<file path="src/rtl/instr_buffer_pkg.sv">
// Shared constants and helpers for the instruction buffer: zero-extend opcodes,
// the default pointer type, and the opcode decode used to pick sign/zero extension.
package instr_buffer_pkg;

    localparam logic [5:0] OP_ANDI = 6'h0C;
    localparam logic [5:0] OP_ORI  = 6'h0D;
    localparam logic [5:0] OP_XORI = 6'h0E;

    localparam int DEF_DEPTH = 4;

    // One extra bit beyond the address so full and empty can be told apart.
    typedef logic [$clog2(DEF_DEPTH):0] ptr_t;

    function automatic logic is_zext(input logic [5:0] op);
        return (op == OP_ANDI) || (op == OP_ORI) || (op == OP_XORI);
    endfunction

endpackage

</file>
<file path="src/rtl/instr_buffer_mem.sv">
// DEPTH x WIDTH register array for the instruction buffer: one synchronous
// write port, one asynchronous read port, storage is not reset.
module instr_buffer_mem #(
    parameter int WIDTH = 32,
    parameter int DEPTH = 4,
    parameter int AW    = $clog2(DEPTH)
) (
    input  logic             clk,
    input  logic             we,
    input  logic [AW-1:0]    waddr,
    input  logic [WIDTH-1:0] wdata,
    input  logic [AW-1:0]    raddr,
    output logic [WIDTH-1:0] rdata
);

    logic [WIDTH-1:0] mem [DEPTH];

    always_ff @(posedge clk) begin
        if (we) begin
            mem[waddr] <= wdata;
        end
    end

    assign rdata = mem[raddr];

endmodule

</file>
<file path="src/rtl/instr_buffer.sv">
// Instruction FIFO feeding the sign extender; presents the head's immediate,
// opcode and extend select. Optional same-cycle bypass: INSTR_BUFFER_BYPASS_EN.
module instr_buffer
    import instr_buffer_pkg::*;
#(
    parameter int WIDTH = 32,
    parameter int DEPTH = 4,
    parameter int IMM_W = 16,
    parameter int OP_W  = 6
) (
    input  logic                     clk,
    input  logic                     rst,
    input  logic                     flush,
    input  logic                     in_valid,
    output logic                     in_ready,
    input  logic [WIDTH-1:0]         in_instr,
    output logic                     out_valid,
    input  logic                     out_ready,
    output logic [IMM_W-1:0]         out_imm,
    output logic [OP_W-1:0]          out_op,
    output logic                     out_sext,
    output logic [$clog2(DEPTH):0]   count
);

    localparam int AW = $clog2(DEPTH);
    localparam int PW = AW + 1;
    localparam logic [PW-1:0] PTR_ONE = 1;

    logic [PW-1:0]    wptr, rptr;
    logic             full, empty;
    logic             push, pop, pass;
    logic             head_valid;
    logic [WIDTH-1:0] rdata, head_word;
    logic [OP_W-1:0]  head_op;
    logic             unused_mid;

    assign full  = (wptr[AW] != rptr[AW]) && (wptr[AW-1:0] == rptr[AW-1:0]);
    assign empty = (wptr == rptr);

`ifdef INSTR_BUFFER_BYPASS_EN
    // An empty buffer forwards in_instr directly; if it is consumed the same
    // cycle it never touches storage.
    assign pass       = empty && in_valid && out_ready;
    assign head_valid = !empty || in_valid;
    assign head_word  = empty ? in_instr : rdata;
`else
    assign pass       = 1'b0;
    assign head_valid = !empty;
    assign head_word  = rdata;
`endif

    // Handshake: a transfer happens on a side only when its valid and ready are
    // both high at the rising edge; ready never depends on valid of the same side.
    assign in_ready  = !full;
    assign push      = in_valid && in_ready && !pass && !flush;
    assign pop       = !empty && out_ready && !flush;

    always_ff @(posedge clk) begin
        if (rst || flush) begin
            wptr <= '0;
            rptr <= '0;
        end else begin
            if (push) wptr <= wptr + PTR_ONE;
            if (pop)  rptr <= rptr + PTR_ONE;
        end
    end

    instr_buffer_mem #(
        .WIDTH (WIDTH),
        .DEPTH (DEPTH),
        .AW    (AW)
    ) u_mem (
        .clk   (clk),
        .we    (push && !rst),
        .waddr (wptr[AW-1:0]),
        .wdata (in_instr),
        .raddr (rptr[AW-1:0]),
        .rdata (rdata)
    );

    assign head_op    = head_word[WIDTH-1 -: OP_W];
    assign out_valid  = head_valid;
    assign out_imm    = head_valid ? head_word[IMM_W-1:0] : '0;
    assign out_op     = head_valid ? head_op : '0;
    assign out_sext   = head_valid && !is_zext(head_op);
    assign count      = wptr - rptr;

    // Fields between the immediate and the opcode are not used by this stage.
    assign unused_mid = ^head_word[WIDTH-OP_W-1:IMM_W];

endmodule

</file>
<file path="config.mk">
export PLATFORM = sky130hd
export DESIGN_NAME = instr_buffer
export DESIGN_NICKNAME = d
export VERILOG_FILES = /design/src/rtl/instr_buffer_pkg.sv /design/src/rtl/instr_buffer_mem.sv /design/src/rtl/instr_buffer.sv
export SDC_FILE = /design/constraint.sdc
export NUM_CORES = 1
export LEC_CHECK = 0
export ABC_AREA = 1
export CAP_MARGIN = 40
export CORE_MARGIN = 3
export CORE_UTILIZATION = 57
export DETAILED_ROUTE_END_ITERATION = 16
export GPL_ROUTABILITY_DRIVEN = 0
export PLACE_DENSITY = 0.84
export SETUP_SLACK_MARGIN = 0.1
export SKIP_LAST_GASP = 1
export SLEW_MARGIN = 20
export SYNTH_ARGS = -nofsm -noshare
export SYNTH_HDL_FRONTEND = slang
export SYNTH_SLANG_ARGS = --single-unit
</file>
<file path="constraint.sdc">
create_clock -name clk -period 7.2 [get_ports clk]
set_clock_uncertainty 0.2 [all_clocks]
set_input_delay 0.72 -clock clk [delete_from_list [all_inputs] [get_ports clk]]
set_output_delay 0.72 -clock clk [all_outputs]
set_load 0.02 [all_outputs]
</file>
Word-level counts from Yosys, hierarchy flattened --
Memories as Yosys holds them, arrays and structs flattened. A register that Yosys moved wholly into a read port is not among the register bits. Index checks and enable logic that the tools add are counted.
Cells by class: add/subtract/negate cells 3, equality and inequality tests 6, muxes and demuxes 6, reductions and logical operators 15
Operators by type and width (count):
- equality test 6 x 4 -> 1 bit (second input constant) | 3
- 2-to-1 mux 16 bit | 1
- logical AND 1 bit | 7
- adder 3 x 1 -> 3 bit (second input constant) | 2
- 2-to-1 mux 6 bit | 1
- zero test 1 bit | 5
- 2-to-1 mux 2 bit | 2
- equality test 3 bit | 1
- logical OR 1 bit | 3
- subtractor 3 bit | 1
- equality test 2 bit | 1
- 2-to-1 mux 1 bit | 2
- inequality test 1 bit | 1
Word-level totals: flip-flop bits (word level) 6, memory bits (writable) 128, input port bits 37, output and inout port bits 28, logic and storage cells 33, memories kept 1
Memories:
- u_mem.mem | words 4, bits a word 32, rd ports 1, clocked after memory_dff 1, write ports 1, RTL line instr_buffer_mem.sv:16 | logic [WIDTH-1:0] mem [DEPTH];

Depth between registers and ports, before layout --
word-level depth 8, gate-level depth with buffers 9, depth with buffers taken out 8

Cells and area by module --
From an unflattened synthesis, not the netlist that was laid out.
Second synthesis, totals: cells, all modules 627, area, all modules 6089.6 sq um
Modules (own cells, without submodules):
- instr_buffer_mem | instances 1, cells each 509, area each 5437.7 sq um, seq. area each 3843.7 sq um
- instr_buffer | instances 1, cells each 118, area each 651.9 sq um, seq. area each 120.1 sq um

Worst setup path before layout --
OpenSTA, ideal clock, no wires.
kind input port to flip-flop, start input port in_valid, end memory u_mem.mem[0][0] (enable), library setup time 0.434 ns, arrival time 2.785 ns, data required time 6.566 ns, path slack 3.781 ns, cell stages on the path 4, path buffers 0, cells stage by stage inv_1 nor2_1 nand2_4 nor3b_1
On the way: longest elaborated chain between the ends 5
Ends and longest elaborated chain:
- from (decl) | RTL line instr_buffer.sv:14 | input logic in_valid,
- logical AND 1 bit (2 in series) | RTL line instr_buffer.sv:55 | assign push = in_valid && in_ready && !pass && !flush;
- logical AND 1 bit | RTL line instr_buffer.sv:74 | .we (push && !rst),
- 2-to-1 mux 1 bit | RTL line instr_buffer_mem.sv:19 | if (we) begin
- 2-to-1 mux 1 bit (implied by the code) | RTL line instr_buffer_mem.sv:20 | mem[waddr] <= wdata;
- to (decl) | RTL line instr_buffer_mem.sv:16
No other way between the ends.

==> results by stage <==
Clocking:
- The maximum level of the CTS H-tree is 3.
- The number of clock sinks is 96.
- In this run, post-CTS repair resized a total of 0 instances.
- The total setup buffers inserted after CTS is 0.
- The clock slew at the register clock pins of the worst setup and hold paths is 0.09 ns.
- The CTS root buffer is sky130_fd_sc_hd__clkbuf_8.
- TritonCTS built the clock tree.
- No sink is reached through more buffers than the 2 on the longest clock path.
- For the worst-skew pair, the clock arrives at the later sink with an insertion delay of 0.35 ns.
- The post-cts hold buffer count is 0.
- The CTS buffer count is 9.

Cells and area:
- The net count of the finished layout is 447.
- The top cell types in the final layout, fill and taps aside, are sky130_fd_sc_hd__edfxtp_1, sky130_fd_sc_hd__nor2_1, sky130_fd_sc_hd__clkdlybuf4s50_1.
- The most common cell after layout, fill and taps aside is sky130_fd_sc_hd__edfxtp_1.
- Of the cells placed in the final design, the portion with a size suffix greater than 1 is 9.09%.
- The finished cells cover 4890 sq um.
- The signed area change from the synthesized netlist to the final layout is 20.2%.
- The utilization of the core after routing is 71.2%.
- The antenna diode count is 0.

Critical path:
- The kind of launch point of the worst setup path is a flop.
- The highest net fanout along the worst path is 46.
- Data on the critical path is required at its endpoint by 6.28 ns.
- The category of the most critical setup path is flop to output port.
- The kind of capture point of the worst setup path is an output port.
- The arrival time of the worst setup path is 2.70 ns.
- In this run the critical register-to-register path is launched from wptr[0].

Route:
- After detailed routing, the number of remaining DRC violations is 0.
- Detailed routing inserted a total of 2672 vias.
- For this block, the initial DRC count from the detailed router was 263.
- The post-detailed-route via-to-cell ratio is 5.31.
- Summed over all layers, the routed wires come to 7950 microns.
- Dividing the detail-routed wire length by the instance count gives 15.8 microns.
- In this run the remaining antenna-violating nets after routing total 0.
- The detailed-router iteration count before antenna repair is 4.

Global route:
- The first global-routing pass estimated 13200 microns of wire.
- The total global routing overflow is 0.
- Entering global routing, the biggest net connects 47 pins.
- Across every metal layer, demand over resource in global routing totals 20.7%.
- The number of global-route vias before repair is 2691.
- The initial antenna violation count is 0.

STA:
- The final-report max-slew violation count came to 0.
- The final total negative setup slack is 0 ns.
- The final critical path takes up 50.2% of the cycle.
- The number of failing hold endpoints at the final stage is 0.
- The maximum operating frequency is 277 MHz.
- The shortest period the worst path allows is 3.62 ns.
- Setup repair after global routing left no endpoint under its margin.
- Setup violations remaining at the end of the flow were counted as 0.
- The final setup slack of the worst path is 3.58 ns.
- The slew at the pin closest to its max-slew limit is 0.486 ns.
- The worst pin sits at a relative slew slack of 67.5%.

Run status:
- The run finished with clean final reports.

Die:
- The starting density of the core is 59.2%.
- The die is 90.5 microns wide.
- The I/O pin count is 65.
- The region available for standard cell placement spans 6870 sq um.
- The die extent in y is 90.5 microns.
- The cell row count is 30.
- The area enclosed by the die boundary is 8190 sq um.

Power:
- The proportion of power drawn by the clock network is 34.4%.
- The worst-case IR drop observed on VDD is 0.152 mV.
- Overall power consumption after layout is estimated at 1.02 mW.
- Sequential cells account for 60.4% of the total power.
- The power spent charging and discharging nets is 219 uW.
- In this run the static leakage power is 1.76 nW.
- The cell-internal power is 797 uW.
- The share of total power dissipated in combinational logic is 5.2%.
- Net switching is 21.6% of the power.
- The power per standard cell area is 208 nW/um^2.

Place:
- The port buffer count is 54.
- In this run the cell area measured after placement is 4690 sq um.
- The wire-length estimate of the detail-placed layout is 4920 microns.
- The minimum setup slack after placement is 3.95 ns.

Yosys:
- Counting flops with an async set or reset pin after synthesis yields a share of 0%.
- Yosys mapped a number of flops with a built-in enable equal to 88.
- The cell area after technology mapping is 4070 sq um.
- When the netlist entered floorplanning its net count stood at 391.
- Counting distinct cell types in the post-synthesis netlist gives 25.
- The most used flip-flop cell after synthesis is sky130_fd_sc_hd__edfxtp_1.
- The cell count after synthesis is 346.
- The synthesized flop and latch total is 96.
- Dividing the synthesized area by the synthesized cell count gives 11.8 sq um.
- For this run, the register share of the synthesized area comes to 68.9%.
- The total of warnings raised by yosys is 0.

Hold path:
- The launch instance of the worst min-delay path is wptr[0].
- The worst hold path class is flop to flop.

Job:
- The reported max-cap violation count is 0.
per-stage QoR:
step,instances,hold WS [ns]
floorplan,346,0.273
CTS,503,0.328
global route,503,0.346
detailed placement,487,0.315
finish,503,0.323
global placement,486,0.293
path summary, 6_finish.rpt:
check / endpoint / slack [ns] / cells after the start
min: wptr[0] / 0.32 / 2
min reg2reg: wptr[0] / 0.32 / 2
max reg2reg: u_mem.mem[1][5] / 4.96 / 6
max: out_sext / 3.58 / 10
registers in the layout (all words and copies together) (netlist names), named ones only:
| register | count |
|---|---|
| u_mem.mem | 88 |
| rptr | 3 |
| wptr | 3 |
per-layer routing:
metal,part of all wire [%],vias up,track usage (%)
met2,52,82,34.2
met5,0,-,0
met4,1.2,0,7.14
li1,-,1300,-
met3,4.7,9,4.42
met1,42,1281,27.2
synth_stat cells, types with 3 or more instances:
cell type / number / area [sq um]
sky130_fd_sc_hd__edfxtp_1: 88 / 2640
sky130_fd_sc_hd__nor2_1: 73 / 274
sky130_fd_sc_hd__nand2_1: 37 / 139
sky130_fd_sc_hd__o21ai_0: 28 / 140
sky130_fd_sc_hd__a21oi_1: 26 / 130
sky130_fd_sc_hd__inv_1: 24 / 90.1
sky130_fd_sc_hd__nand3_1: 17 / 85.1
sky130_fd_sc_hd__dfxtp_1: 8 / 160
sky130_fd_sc_hd__ha_1: 7 / 87.6
sky130_fd_sc_hd__buf_6: 5 / 56.3
sky130_fd_sc_hd__nor3b_1: 4 / 30.0
sky130_fd_sc_hd__o21ai_1: 4 / 20.0
sky130_fd_sc_hd__buf_2: 3 / 15.0
sky130_fd_sc_hd__clkbuf_1: 3 / 11.3
sky130_fd_sc_hd__xor2_1: 3 / 26.3
area by class of cell:
cell class              count  area, sq um
clock buffers               9          124
clock inverters             7         72.6
fillers                   467         1980
inverters                  27          106
multi-input cells         208         1070
flip-flops and latches     96         2800
well taps                  96          120
repair buffers             60          593
worst max-delay path, cell delays in order, from the launching register on:
cell and delay (ns):
sky130_fd_sc_hd__dfxtp_1 0.56, sky130_fd_sc_hd__buf_4 0.42, sky130_fd_sc_hd__inv_6 0.20, sky130_fd_sc_hd__nand2_1 0.10, sky130_fd_sc_hd__nand3_1 0.10, sky130_fd_sc_hd__nand2_1 0.10
sky130_fd_sc_hd__nand2_1 0.07, sky130_fd_sc_hd__nand2_1 0.06, sky130_fd_sc_hd__nor2_1 0.04, sky130_fd_sc_hd__nor2_1 0.07, sky130_fd_sc_hd__clkdlybuf4s50_1 0.61
logic make-up after synthesis:
group / count (synthesis) / synth area share [%]
AND/OR/NAND/NOR: 137 / 14.8
flip-flops: 96 / 68.9
AO/OA/AOI/OAI: 60 / 7.75
buffers and inverters: 42 / 5.26
adder cells (fa/ha/maj): 8 / 2.65
XOR/XNOR: 3 / 0.646
power by group through the flow:
stage / registers (mW) / clock network (mW) / logic [mW]
2_1_floorplan: 0.626 / 0 / 0.0216
3_3_place_gp: 0.626 / 0 / 0.0506
3_5_place_dp: 0.627 / 0 / 0.0527
4_1_cts: 0.614 / 0.350 / 0.0530
5_1_grt: 0.614 / 0.380 / 0.0569
6_report: 0.614 / 0.350 / 0.0528
No activity file was read; power rests on OpenSTA's default activity.
